--- src/rtl/dac8551_ctrl.sv ---
// Setpoint front-end for the dac8551 SPI shifter: captures code/power-down
// targets at any rate (latest wins), applies an optional slew limit and
// issues 24-bit words through the i_wr / i_wr_data / o_busy handshake.
module dac8551_ctrl #(
    parameter logic [15:0] INIT_CODE   = 16'h8000,
    parameter bit          INIT_WRITE  = 1'b1,
    parameter int unsigned MIN_GAP     = 4,
    parameter int unsigned ACK_TIMEOUT = 8
) (
    input  logic        i_clk,
    input  logic        i_rst,
    input  logic        i_set,
    input  logic [15:0] i_set_code,
    input  logic [1:0]  i_set_pd,
    input  logic [15:0] i_slew,
    output logic        o_dac_wr,
    output logic [23:0] o_dac_wr_data,
    input  logic        i_dac_busy,
    output logic [15:0] o_code,
    output logic [1:0]  o_pd,
    output logic        o_settled,
    output logic        o_err_ack
);

    typedef enum logic [1:0] {
        StIdle,
        StAck,
        StXfer,
        StGap
    } state_e;

    state_e      state_q, state_d;
    logic [15:0] cnt_q, cnt_d;
    logic        pending_q, pending_d;
    logic        final_q, final_d;     // in-flight word reaches the target
    logic [15:0] tcode_q, tcode_d;
    logic [1:0]  tpd_q, tpd_d;
    logic [15:0] code_q, code_d;
    logic [1:0]  pd_q, pd_d;
    logic        wr_q, wr_d;
    logic [23:0] wdata_q, wdata_d;
    logic        err_q, err_d;

    logic [16:0] diff;
    logic [16:0] mag;
    logic        down;
    logic [15:0] step_code;
    logic [23:0] next_word;
    logic        next_final;

    // Next word from target and current code, with slew limiting.
    always_comb begin
        diff      = {1'b0, tcode_q} - {1'b0, code_q};
        down      = diff[16];
        mag       = down ? (17'd0 - diff) : diff;
        step_code = tcode_q;
        if (i_slew != 16'd0 && mag > {1'b0, i_slew}) begin
            // |d| > slew guarantees the step stays strictly inside 0..FFFF
            step_code = down ? (code_q - i_slew) : (code_q + i_slew);
        end
        if (tpd_q != 2'b00) begin
            next_word  = {6'b0, tpd_q, code_q};
            next_final = 1'b1;
        end else begin
            next_word  = {6'b0, 2'b00, step_code};
            next_final = (step_code == tcode_q);
        end
    end

    // Handshake FSM next-state, target capture and output updates.
    always_comb begin
        state_d   = state_q;
        cnt_d     = cnt_q;
        pending_d = pending_q;
        final_d   = final_q;
        tcode_d   = tcode_q;
        tpd_d     = tpd_q;
        code_d    = code_q;
        pd_d      = pd_q;
        wr_d      = 1'b0;
        wdata_d   = wdata_q;
        err_d     = err_q;

        if (i_set) begin
            tcode_d = i_set_code;
            tpd_d   = i_set_pd;
        end

        unique case (state_q)
            StIdle: begin
                if (pending_q && !i_dac_busy) begin
                    wr_d      = 1'b1;
                    wdata_d   = next_word;
                    final_d   = next_final;
                    pending_d = 1'b0;
                    cnt_d     = 16'd0;
                    state_d   = StAck;
                end
            end
            StAck: begin
                if (i_dac_busy) begin
                    state_d = StXfer;
                end else if (32'(cnt_q) + 32'd1 >= ACK_TIMEOUT) begin
                    err_d   = 1'b1;
                    cnt_d   = 16'd0;
                    state_d = StGap;
                    if (!final_q) pending_d = 1'b1;
                end else begin
                    cnt_d = cnt_q + 16'd1;
                end
            end
            StXfer: begin
                if (!i_dac_busy) begin
                    code_d  = wdata_q[15:0];
                    pd_d    = wdata_q[17:16];
                    cnt_d   = 16'd0;
                    state_d = StGap;
                    if (!final_q) pending_d = 1'b1;
                end
            end
            StGap: begin
                if (32'(cnt_q) + 32'd1 >= MIN_GAP) begin
                    state_d = StIdle;
                end else begin
                    cnt_d = cnt_q + 16'd1;
                end
            end
            default: state_d = StIdle;
        endcase

        // A capture always wins over the clear that accompanies an issue.
        if (i_set) pending_d = 1'b1;
    end

    // State register with synchronous reset.
    always_ff @(posedge i_clk) begin
        if (i_rst) begin
            state_q   <= StGap;
            cnt_q     <= 16'd0;
            pending_q <= INIT_WRITE;
            final_q   <= 1'b1;
            tcode_q   <= INIT_CODE;
            tpd_q     <= 2'b00;
            code_q    <= INIT_CODE;
            pd_q      <= 2'b00;
            wr_q      <= 1'b0;
            wdata_q   <= 24'd0;
            err_q     <= 1'b0;
        end else begin
            state_q   <= state_d;
            cnt_q     <= cnt_d;
            pending_q <= pending_d;
            final_q   <= final_d;
            tcode_q   <= tcode_d;
            tpd_q     <= tpd_d;
            code_q    <= code_d;
            pd_q      <= pd_d;
            wr_q      <= wr_d;
            wdata_q   <= wdata_d;
            err_q     <= err_d;
        end
    end

    // Output mapping.
    always_comb begin
        o_dac_wr      = wr_q;
        o_dac_wr_data = wdata_q;
        o_code        = code_q;
        o_pd          = pd_q;
        o_err_ack     = err_q;
        o_settled     = (state_q == StIdle) && (code_q == tcode_q) && (pd_q == tpd_q);
    end

endmodule

--- config.mk ---
export PLATFORM = sky130hd
export DESIGN_NAME = dac8551_ctrl
export DESIGN_NICKNAME = d
export VERILOG_FILES = /design/src/rtl/dac8551_ctrl.sv
export SDC_FILE = /design/constraint.sdc
export NUM_CORES = 1
export LEC_CHECK = 0
export ABC_AREA = 1
export CAP_MARGIN = 0
export CORE_MARGIN = 3
export CORE_UTILIZATION = 51
export CTS_CLUSTER_SIZE = 25
export DETAILED_ROUTE_END_ITERATION = 10
export PLACE_DENSITY = 0.77
export SLEW_MARGIN = 10
export SYNTH_ARGS = -nofsm -noshare
export SYNTH_HDL_FRONTEND = slang
export SYNTH_SLANG_ARGS = --single-unit
--- constraint.sdc ---
create_clock -name i_clk -period 4.5 [get_ports i_clk]
set_input_delay 0.45 -clock i_clk [delete_from_list [all_inputs] [get_ports i_clk]]
set_output_delay 0.45 -clock i_clk [all_outputs]
set_load 0.01 [all_outputs]
== Word-level counts from Yosys, hierarchy flattened ==
Cells that the tools add are included.

* Flip-flop bits (word level): 82
* Input port bits: 38
* Output and inout port bits: 45
* Word-level logic and storage cells: 76

* Add/sub/neg operators: 6
* Magnitude comparators: 3
* Equality and inequality tests: 13
* Mux-type cells: 24
* Bitwise gates (word level): 2
* Reductions and logical operators: 17

{| class="wikitable"
|+ Operators by type and width
! operator !! number
|-
| 16-bit two-way mux || 7
|-
| 16-bit one-hot mux with 4 select lines || 1
|-
| 16-bit == test || 2
|-
| 32-bit by 4-bit >= comparator with 1-bit output (second input constant) || 1
|-
| 18-bit two-way mux || 1
|-
| 16-bit by 1-bit adder with 17-bit output (second input constant) || 1
|-
| 17-bit by 3-bit >= comparator with 1-bit output (second input constant) || 1
|-
| 17-bit by 16-bit greater-than comparator with 1-bit output || 1
|-
| 17-bit two-way mux || 1
|-
| 1-bit by 17-bit subtractor with 17-bit output (first input constant) || 1
|-
| 16-bit by 16-bit subtractor with 17-bit output || 1
|-
| 16-bit by 1-bit adder with 16-bit output (second input constant) || 1
|-
| 16-bit adder || 1
|-
| 16-bit nonzero test || 1
|-
| 16-bit subtractor || 1
|-
| 2-bit inequality test (second input constant) || 6
|-
| 2-bit two-way mux || 5
|-
| 2-bit one-hot mux with 4 select lines || 1
|-
| 4-bit AND reduction || 2
|-
| 1-bit two-way mux || 7
|-
| 5-bit AND reduction || 1
|-
| 2-bit == test (second input constant) || 2
|-
| 1-bit logical AND || 4
|-
| 2-bit AND reduction || 2
|-
| other kinds (11) || 13
|}

== Longest topological paths before layout ==
Gate-level depths: netlist of run 1.

* Word-level depth: 8
* Gate-level depth with buffers: 39
* Mapped depth without buffers: 37

== Least setup slack after synthesis of run 1 ==
OpenSTA, ideal clock, no wires.

* Path type: reg2reg
* Start point: reg tcode_q[0]
* End point: reg final_q
* Setup time: 115 ps
* Data arrival time: 3917 ps
* Required time: 4385 ps
* Path slack: 468 ps
* Cell stages (with the launch flop): 33
* Buffers on the path: 1
* Clock period less this slack: 4032 ps
* Cells stage by stage: dfxtp_1 inv_1 ha_1 fa_1 inv_1 nand3_1 nand2_1 nand2_1 nand2_2 nand3_1 nand3_1 nand2_1 nor2_2 inv_1 o41ai_1 nand2_1 xor2_1 ha_1 nand2_1 nor2_1 a41oi_1 nand2_1 nand2_4 buf_6 nand2_1 o21ai_1 nor2_1 nand2_1 nor2_1 nand2_1 nand2_1 nand2_1 nand2_1

* Cells in the longest elaborated chain, start to end: 8
* Elaborated cells between the ends (all ways): 9
* Classes of those cells: add/sub: 2; order compare: 1; eq/ne: 1; mux: 4; reduce/logical: 1

{| class="wikitable"
|+ Ends and longest elaborated chain
! item !! RTL line !! RTL
|-
| start, declared || 36 || <nowiki>logic [15:0] tcode_q, tcode_d;</nowiki>
|-
| start signal, assigned || 154 || <nowiki>tcode_q <= tcode_d;</nowiki>
|-
| 16-bit by 16-bit subtractor with 17-bit output || 53 || <nowiki>diff = {1'b0, tcode_q} - {1'b0, code_q};</nowiki>
|-
| 1-bit by 17-bit subtractor with 17-bit output || 55 || <nowiki>mag = down ? (17'd0 - diff) : diff;</nowiki>
|-
| 17-bit two-way mux || 55 ||
|-
| 17-bit by 16-bit greater-than comparator with 1-bit output || 57 || <nowiki>if (i_slew != 16'd0 && mag > {1'b0, i_slew}) begin</nowiki>
|-
| 1-bit logical AND || 57 ||
|-
| 16-bit two-way mux || 57 ||
|-
| 16-bit == test * || 66 || <nowiki>next_final = (step_code == tcode_q);</nowiki>
|-
| 1-bit two-way mux * || 61 || <nowiki>if (tpd_q != 2'b00) begin</nowiki>
|-
| end signal, assigned || 153 || <nowiki>final_q <= final_d;</nowiki>
|-
| end, declared || 35 || <nowiki>logic final_q, final_d;</nowiki>
|}

Mark *: on every way between the ends. The rest lies on a longest branch, timed or not.
A chain may end at the register's enable or synchronous reset.

== Final worst setup path of run 1 ==
Ends and elaborated chain as after synthesis.

==> run metrics, run 1 <==
status finished clean; chip width 119.1 um; largest family of logic cells by synthesized area simple AND/OR/NAND/NOR gates; asr flop ratio synth 0; gr ovfl total 0; DR DRC count 0; Max-Slew Margin vs Limit 0.2789; Post-synth EDFFs 0; Setup CP Type flop to flop; cell taking the most area after synthesis dfxtp_1; RSZ-0062 raised after global routing yes; die area 14200 um2; hold buffers post-CTS 0; f_max 0.2254 GHz; Buffers on Ports 76; share of the synthesized area in the top cell type 0.2330; Seq cells post-synth 76; CP Data Required Time 4.77 ns; post-synthesis xor/xnor area fraction 0.07762; most frequent CP cell nand2_1; Max Cap Viol 0; number of global-route vias before repair 6199; gpl congestion 0.9182; simple-gate share of the synthesized area 0.2821; antenna-violating nets left 0; Detailed Route Iter0 Violations 555; layout cell share with drive strength beyond 1 0.1097; Synth Area in Compound Gates 0.1742; Mapped Avg Cell Area 6.464 um2; Layout Utilization 0.6719; initial antenna violation count 0; H-tree depth 3; Worst-path clk slew 0.06 ns; CTS buffer count 9; Fin. Hold Viols 0; crit-path max cell delay 0.42 ns; num ports 83; crit path launch type flop; Clock Sinks 76; final layout net count 1202; Root Driver clkbuf_16; final setup TNS 0 ns; Hold Worst Slack 0.4488 ns; Via density 5.397; synthesis-to-finish area growth 26.20%; std cell rows 40; largest net degree at the start of global routing 41; CP max-delay cell fa_2; minimum clock period 4.436 ns; Tightest Hold Check Type flop to flop; transition time of the tightest slew-check pin 1.080 ns; antenna cells 0; synth unique cells 45; top cells by area, synth dfxtp_1 23%, nand2_1 13%, ha_1 11%; TritonCTS clock tree built; first-pass GRT wire length 30.05 mm; WL per Instance 14.74 um; CP top delay family simple AND/OR/NAND/NOR gates; crit path setup slack, layout 0.06382 ns; Max VDD drop 0.3380 mV; Place WS 0.03399 ns; gr usage total 0.2576; crit path max fanout 7; Post-Synth Adder-Cell Area 0.1115; Initial Util 0.5324; CP endpoint kind flop; Synth Warn # 0; fin. max-slew vios 0; cell count after synthesis 1010; final worst-path cycle share 0.9858; Final Setup Violations 0; Die H 119.1 um; hpwl dp 14.13 mm; WL final 18.86 mm; Post-Syn Area 6529 um2; Crit path buffers/inverters 6; mux share of post-synthesis cell area 0; pwr dens 711.4 nW/um2; top_reg_cell synth dfxtp_1; Leakage 3.863 nW; drt first pass iters 5; clk_lat worst skew 0.34 ns; post-synthesis sequential area ratio 0.2330; Max Root-Sink Buffers 2; via count 6908; Core Area 12260 um2; Clock Skew 0.009174 ns; WP data arrival 4.71 ns
## synthesized netlist by cell type (4+ instances only)
cell and count:
clkbuf_1 20, nor2_1 68, a31oi_1 4, nand4_1 9, ha_1 55, o21ai_0 67
nand2_2 4, o21ai_1 14, xnor2_1 10, nand2_1 225, o211ai_1 11, nor3_1 17
nand3b_1 14, buf_6 5, nand3_1 59, inv_1 155, buf_4 7, a21oi_1 101
dfxtp_1 76, xor2_1 46
## through the flow
step	std cells	area [um2]	power [W]
2_1_floorplan	1015	6548	0.003541
3_3_place_gp	1252	7547	0.004301
3_5_place_dp	1252	7547	0.004373
4_1_cts	1268	7874	0.005176
5_1_grt	1280	8239	0.006393
6_report	1280	8239	0.005862
## where the power goes
group / switching [W] / total, W / leakage [nW] / internal, W
sequential: 0.0000703 / 0.000821 / 0.622 / 0.000750
combinational: 0.00252 / 0.00427 / 3.09 / 0.00174
clock: 0.000273 / 0.000773 / 0.153 / 0.000500
## registers in the layout, summed over array words and instances (netlist names)
signal / flops
final_q: 1
state_q: 2
o_dac_wr_data: 18
o_code: 16
o_pd: 2
tcode_q: 16
tpd_q: 2
cnt_q: 16
o_dac_wr: 1
o_err_ack: 1
pending_q: 1
## worst paths after layout
check / start / to / slack [ns] / cells after the start
min reg2reg: o_err_ack / o_err_ack / 0.45 / 2
max reg2reg: tcode_q[0] / final_q / 0.06 / 34
max: tcode_q[0] / final_q / 0.06 / 34
min: o_err_ack / o_err_ack / 0.45 / 2
## kinds of logic (layout without fill, tap and decap cells)
family                     after synthesis  count (layout)
and+or+nand+nor                        414             415
AOI/OAI and AO/OA                      212             212
DFF                                     76              76
other                                    1               6
buffers and inverters                  193             289
xor gates and xnor gates                57              57
adders and majority gates               57              57
## what timing repair did
item | CTS | global route
setup buffers | 0 | 10
gates resized for setup | 1 | 60
gates cloned | 0 | 3
endpoints found under the setup margin | 1 | 17
pin swaps | 0 | 31
## layout make-up
| class | instances | area, um2 |
|---|---|---|
| clock buffers | 12 | 246.5 |
| well taps | 168 | 210.2 |
| flip-flops and latches | 76 | 1528 |
| clock inverters | 4 | 72.57 |
| multi-input cells | 747 | 4473 |
| repair buffers | 115 | 1116 |
| inverters | 158 | 593.1 |
| fillers | 1066 | 4023 |
## cell usage in the layout (no fill, tap or decap), types with 10 or more instances in the layout
cell             synthesis  routed
a21oi_1                101      99
buf_4                    7      32
clkbuf_16                0      11
clkdlybuf4s50_1          0      76
dfxtp_1                 76      71
ha_1                    55      48
inv_1                  155     153
nand2_1                225     216
nand2_2                  4      10
nand3_1                 59      56
nand3b_1                14      14
nor2_1                  68      59
nor2_2                   3      11
nor3_1                  17      17
o211ai_1                11      11
o21ai_0                 67      63
o21ai_1                 14      18
xor2_1                  46      46
## per-layer routing
layer | GRT usage | part of all wire
met1 | 0.3772 | 0.46
met4 | 0.06734 | 0.017
met5 | 0 | 0
met2 | 0.3977 | 0.44
met3 | 0.03371 | 0.078
## worst reg2reg max path, delay by kind of cell, from the launching register on
kind,cells,cell delay [ns]
buffers and inverters,6,0.68
and+or+nand+nor,22,1.96
xor gates and xnor gates,2,0.30
adders and majority gates,3,0.86
DFF,1,0.35
AOI/OAI and AO/OA,1,0.23
No activity file was read; power rests on OpenSTA's default activity.
==> run 2: changes to the inputs <==
CAP_MARGIN = 25   (was 0)
clock period = 5.3 ns   (was 4.5 ns; I/O delays follow)
==> run metrics, run 2 (synthesis results as in run 1) <==
H-tree depth 3 (unchanged); fin area 7742 um2 (-6.0%); f_max 0.2093 GHz (-7.2%); first-pass GRT wire length 29.73 mm (-1.1%); initial antenna violation count 0 (unchanged); worst flop-to-flop path endpoint final_q; chip width 119.1 um (unchanged); crit path launch type flop; non-filler cells, final 1248 (-2.5%); Leakage 3.663 nW (-5.2%); crit-path max cell delay 0.46 ns (+0.04 ns); transition time of the tightest slew-check pin 0.9124 ns (-0.1680 ns); Crit path buffers/inverters 3 (-3); Pint 0.002089 W (-30%); fillers 1130 (+6.0%); Flop pwr share 0.167 (+0.027); GR Layer Usage met3 0.04463 (+0.01092); DR DRC count 0 (unchanged); Setup CP Type flop to flop; crit path setup slack, layout 0.5215 ns (+0.4577 ns); Max VDD drop 0.3809 mV (+13%); minimum clock period 4.779 ns (+0.3423 ns); Max-Slew Margin vs Limit 0.3911 (+0.1121); gr usage total 0.2554 (-0.002148); TritonCTS clock tree built; die area 14200 um2 (unchanged); CP max-delay cell o41ai_1; Placed Instances 1230 (-1.8%); Place WS 0.5411 ns (+0.5072 ns); Worst-path clk slew 0.06 ns (about the same); gpl congestion 0.9056 (-1.4%); hold buffers post-CTS 0 (unchanged); clk_lat worst skew 0.34 ns (about the same); synthesis-to-finish area growth 18.59%; most frequent cells in the layout 225 x nand2_1, 155 x inv_1, 101 x a21oi_1; Die H 119.1 um (unchanged); number of flip-flops in the largest register 18 (unchanged); CP top delay family simple AND/OR/NAND/NOR gates; CP Data Required Time 5.58 ns (+0.81 ns); crit path max fanout 60 (+53); fin. max-slew vios 0 (unchanged); FF-to-FF Start tcode_q[0]; WL final 18.02 mm (-4.4%); final setup TNS 0 ns (unchanged); M2 GR Usage 0.3850 (-0.01272); combinational power share 0.677 (-0.051); Max Root-Sink Buffers 2 (unchanged); largest net degree at the start of global routing 61 (+49%); Tightest Hold Check Type flop to flop; CTS buffer count 9 (unchanged); Clock Skew 0.005472 ns (-0.003702 ns); gr ovfl total 0 (unchanged); Net Switching 0.002176 W (-24%); WL per Instance 14.44 um (-2.0%); Buffers on Ports 76 (unchanged); Sw Ratio 0.5102 (+0.02105); Core Area 12260 um2 (unchanged); CP endpoint kind flop; worst hold path endpoint o_err_ack; RSZ-0062 raised after global routing no; pwr dens 550.8 nW/um2 (-23%); Final Setup Violations 0 (unchanged); hpwl dp 13.73 mm (-2.9%); layout cell share with drive strength beyond 1 0.04815 (-0.06156); Hold Worst Slack 0.4531 ns (+0.004241 ns); R2R cell count 31 (-8.8%); num ports 83 (unchanged); Register-to-Register Setup Slack 0.52 ns (+0.46 ns); std cell rows 40 (unchanged); Root Driver clkbuf_16; antenna-violating nets left 0 (unchanged); cell area after placement 7370 um2 (-2.4%); commonest non-fill, non-tap cell in the layout nand2_1; status finished clean; hold-critical path depth 2 (unchanged); Detailed Route Iter0 Violations 416 (-25%); final layout net count 1170 (-2.7%); Clk pwr share 0.156 (+0.024); via count 6661 (-3.6%); WP data arrival 5.06 ns (+0.35 ns); Via density 5.337 (-1.1%); hold path start o_err_ack; Fin. Hold Viols 0 (unchanged); number of global-route vias before repair 6112 (-1.4%); Max Cap Viol 0 (unchanged); antenna cells 0 (unchanged); gr busiest metal met2; final worst-path cycle share 0.9016 (-0.08421); drt first pass iters 5 (unchanged); Initial Util 0.5324 (unchanged); Clock Sinks 76 (unchanged); Post-CTS Setup Repair Bufs 0 (unchanged); global-route met1 utilization 0.3746 (-0.002571); most frequent CP cell nand2_1
## run 2: how the worst max path moves through the flow
stage / slack, ns / startpoint / endpoint / depth (start not counted)
after floorplan: 1.27 / tcode_q[0] / final_q / 32
after global placement: 0.65 / tcode_q[0] / final_q / 31
after detailed placement: 0.54 / tcode_q[0] / final_q / 31
after CTS: 0.44 / tcode_q[0] / final_q / 31
after global routing: 0.05 / tcode_q[0] / final_q / 31
final: 0.52 / tcode_q[0] / final_q / 31
## run 2: power groups by stage
stage	logic, W	registers, W	clock network (W)
floorplan	0.00229	0.000716	0
global placement	0.00275	0.000723	0
detailed placement	0.00279	0.000722	0
CTS	0.00283	0.000711	0.000672
global route	0.00330	0.000723	0.000696
finish	0.00289	0.000714	0.000665
## run 2: stage by stage
| step | utilization | power (W) |
|---|---|---|
| global placement | 0.6010 | 0.003468 |
| global route | 0.6314 | 0.004722 |
| CTS | 0.6272 | 0.004211 |
| floorplan | - | 0.003007 |
| detailed placement | 0.6010 | 0.003509 |
| finish | 0.6314 | 0.004265 |
## run 2: worst reg2reg max path: cells and delay by family (launching register included)
kind | cells | cell delay [ns]
buffers and inverters | 3 | 0.25
adder cells (fa/ha/maj) | 3 | 0.93
flip-flops | 1 | 0.34
AND/OR/NAND/NOR | 22 | 2.47
XOR/XNOR | 1 | 0.17
AO/OA/AOI/OAI | 2 | 0.58
## run 2: cell type report
| class | instances | area [um2] | area share |
|---|---|---|---|
| inverters | 158 | 593.1 | 0.07660 |
| repair buffers | 84 | 848.3 | 0.1096 |
| clock inverters | 7 | 96.34 | 0.01244 |
| clock buffers | 9 | 225.2 | 0.02909 |
| multi-input cells | 746 | 4248 | 0.5486 |
| well taps | 168 | 210.2 | 0.02715 |
| flip-flops and latches | 76 | 1521 | 0.1965 |
## run 2: metal layers
metal | up-vias | wire, um
li1 | 3388 | -
met1 | 3022 | 8580
met2 | 226 | 7705
met3 | 25 | 1427
met4 | 0 | 311
met5 | - | 0
## run 2: timing repair
action	CTS	global route
endpoints found under the hold margin	0	0
gates resized for setup	0	1
setup endpoints to repair	0	1
==> run 3: changes to the inputs <==
CORE_ASPECT_RATIO = 1.4   (was not set)
clock period = 5.72 ns   (was 5.3 ns; I/O delays follow)
==> run metrics, run 3 (synthesis results as in run 1) <==
hpwl dp 14.73 mm (+7.3%); number of flip-flops in the largest register 18 (unchanged); Clock Skew 0.009710 ns (+0.004237 ns); final worst-path cycle share 0.8687 (-0.03294); Via density 5.440 (+1.9%); Buffers on Ports 76 (unchanged); CTS buffer count 9 (unchanged); hold-critical path depth 2 (unchanged); antenna-violating nets left 0 (unchanged); transition time of the tightest slew-check pin 1.018 ns (+0.1061 ns); Max Root-Sink Buffers 2 (unchanged); crit path launch type flop; hold path start o_err_ack; crit-path max cell delay 0.47 ns (about the same); Register-to-Register Setup Slack 0.75 ns (+0.23 ns); most frequent cells in the layout 225 x nand2_1, 155 x inv_1, 101 x a21oi_1; hold buffers post-CTS 0 (unchanged); final setup TNS 0 ns (unchanged); via count 6675 (+0.21%); Detailed Route Iter0 Violations 453 (+8.9%); layout cell share with drive strength beyond 1 0.04364 (-0.004508); Root Driver clkbuf_16; Place WS 0.8319 ns (+0.2907 ns); Worst-path clk slew 0.06 ns (about the same); std cell rows 48 (+20%); gr ovfl total 0 (unchanged); gr usage total 0.2667 (+0.01133); pwr dens 512.6 nW/um2 (-6.9%); number of global-route vias before repair 6403 (+4.8%); Clock Sinks 76 (unchanged); largest net degree at the start of global routing 61 (unchanged); Leakage 3.631 nW (-0.85%); clk_lat worst skew 0.34 ns (about the same); Max VDD drop 0.3052 mV (-20%); final layout net count 1167 (-0.26%); first-pass GRT wire length 30.28 mm (+1.9%); WL per Instance 15.32 um (+6.1%); Post-CTS Setup Repair Bufs 0 (unchanged); H-tree depth 3 (unchanged); commonest non-fill, non-tap cell in the layout nand2_1; RSZ-0062 raised after global routing no; FF-to-FF Start o_code[8]; Setup CP Type flop to flop; drt first pass iters 5 (unchanged); cts repair resizes 0 (unchanged); f_max 0.2013 GHz (-3.8%); antenna cells 0 (unchanged); Tightest Hold Check Type flop to flop; R2R cell count 28 (-9.7%); status finished clean; chip width 101.6 um (-15%); TritonCTS clock tree built; Core Area 12430 um2 (+1.4%); CP max-delay cell dfxtp_1; die area 14210 um2 (+0.13%); crit path max fanout 19 (-68%); gpl congestion 0.9733 (+7.5%); crit path setup slack, layout 0.7512 ns (+0.2297 ns); Fin. Hold Viols 0 (unchanged); CP Data Required Time 6.01 ns (+0.43 ns); Max-Slew Margin vs Limit 0.3185 (-0.07255); Initial Util 0.5252 (-0.007288); initial antenna violation count 0 (unchanged); fin. max-slew vios 0 (unchanged); worst flop-to-flop path endpoint final_q; CP endpoint kind flop; synthesis-to-finish area growth 17.69%; worst hold path endpoint o_err_ack; Final Setup Violations 0 (unchanged); WL final 18.80 mm (+4.3%); Die H 139.9 um (+17%); DR DRC count 0 (unchanged); num ports 83 (unchanged); minimum clock period 4.969 ns (+0.1903 ns); WP data arrival 5.25 ns (+0.19 ns); Max Cap Viol 0 (unchanged); most frequent CP cell nand2_1
run 3: worst max-delay path by stage:
stage,start,cells after the start,slack [ns],to
2_1_floorplan,tcode_q[0],32,1.69,final_q
3_3_place_gp,o_code[8],28,0.81,final_q
3_5_place_dp,tcode_q[0],30,0.83,final_q
4_1_cts,o_code[8],28,0.79,final_q
5_1_grt,tcode_q[0],36,0.20,final_q
6_report,o_code[8],28,0.75,final_q
run 3: critical path, delay by kind of cell (launching register included):
family / cells / cell delay, ns
fa+ha+maj: 2 / 0.70
simple gates: 16 / 1.75
buf+inv: 3 / 0.56
compound gates: 5 / 1.05
xor+xnor: 2 / 0.37
flops: 1 / 0.47
run 3: per-stage QoR:
stage	cells	area, um2	utilization	hold slack, ns	power [W]
4_1_cts	1225	7641	0.6146	0.4604	0.003900
2_1_floorplan	1015	6548	-	0.4408	0.002786
6_report	1227	7684	0.6181	0.4598	0.003939
3_3_place_gp	1209	7325	0.5892	0.4448	0.003232
3_5_place_dp	1209	7325	0.5892	0.4491	0.003268
5_1_grt	1227	7684	0.6181	0.4863	0.004330
run 3: metal layers:
layer	GRT usage	share of wire
met1	0.3265	0.42
met2	0.4710	0.50
met3	0.02307	0.048
met4	0.1078	0.032
met5	0	0
run 3: final cells by class:
type,instances,area [um2]
Clock buffer,11,232.7
Tap cell,150,187.7
Timing Repair Buffer,81,825.8
Multi-Input combinational cell,746,4239
Clock inverter,5,83.83
Sequential cell,76,1521
Inverter,158,593.1
Fill cell,1173,4748
run 3: report_power, final:
part / total [W] / leakage, nW / switching, W / internal, W
logic: 0.00267 / 2.87 / 0.00172 / 0.000945
clock network: 0.000607 / 0.146 / 0.000223 / 0.000384
registers: 0.000665 / 0.620 / 0.0000766 / 0.000589
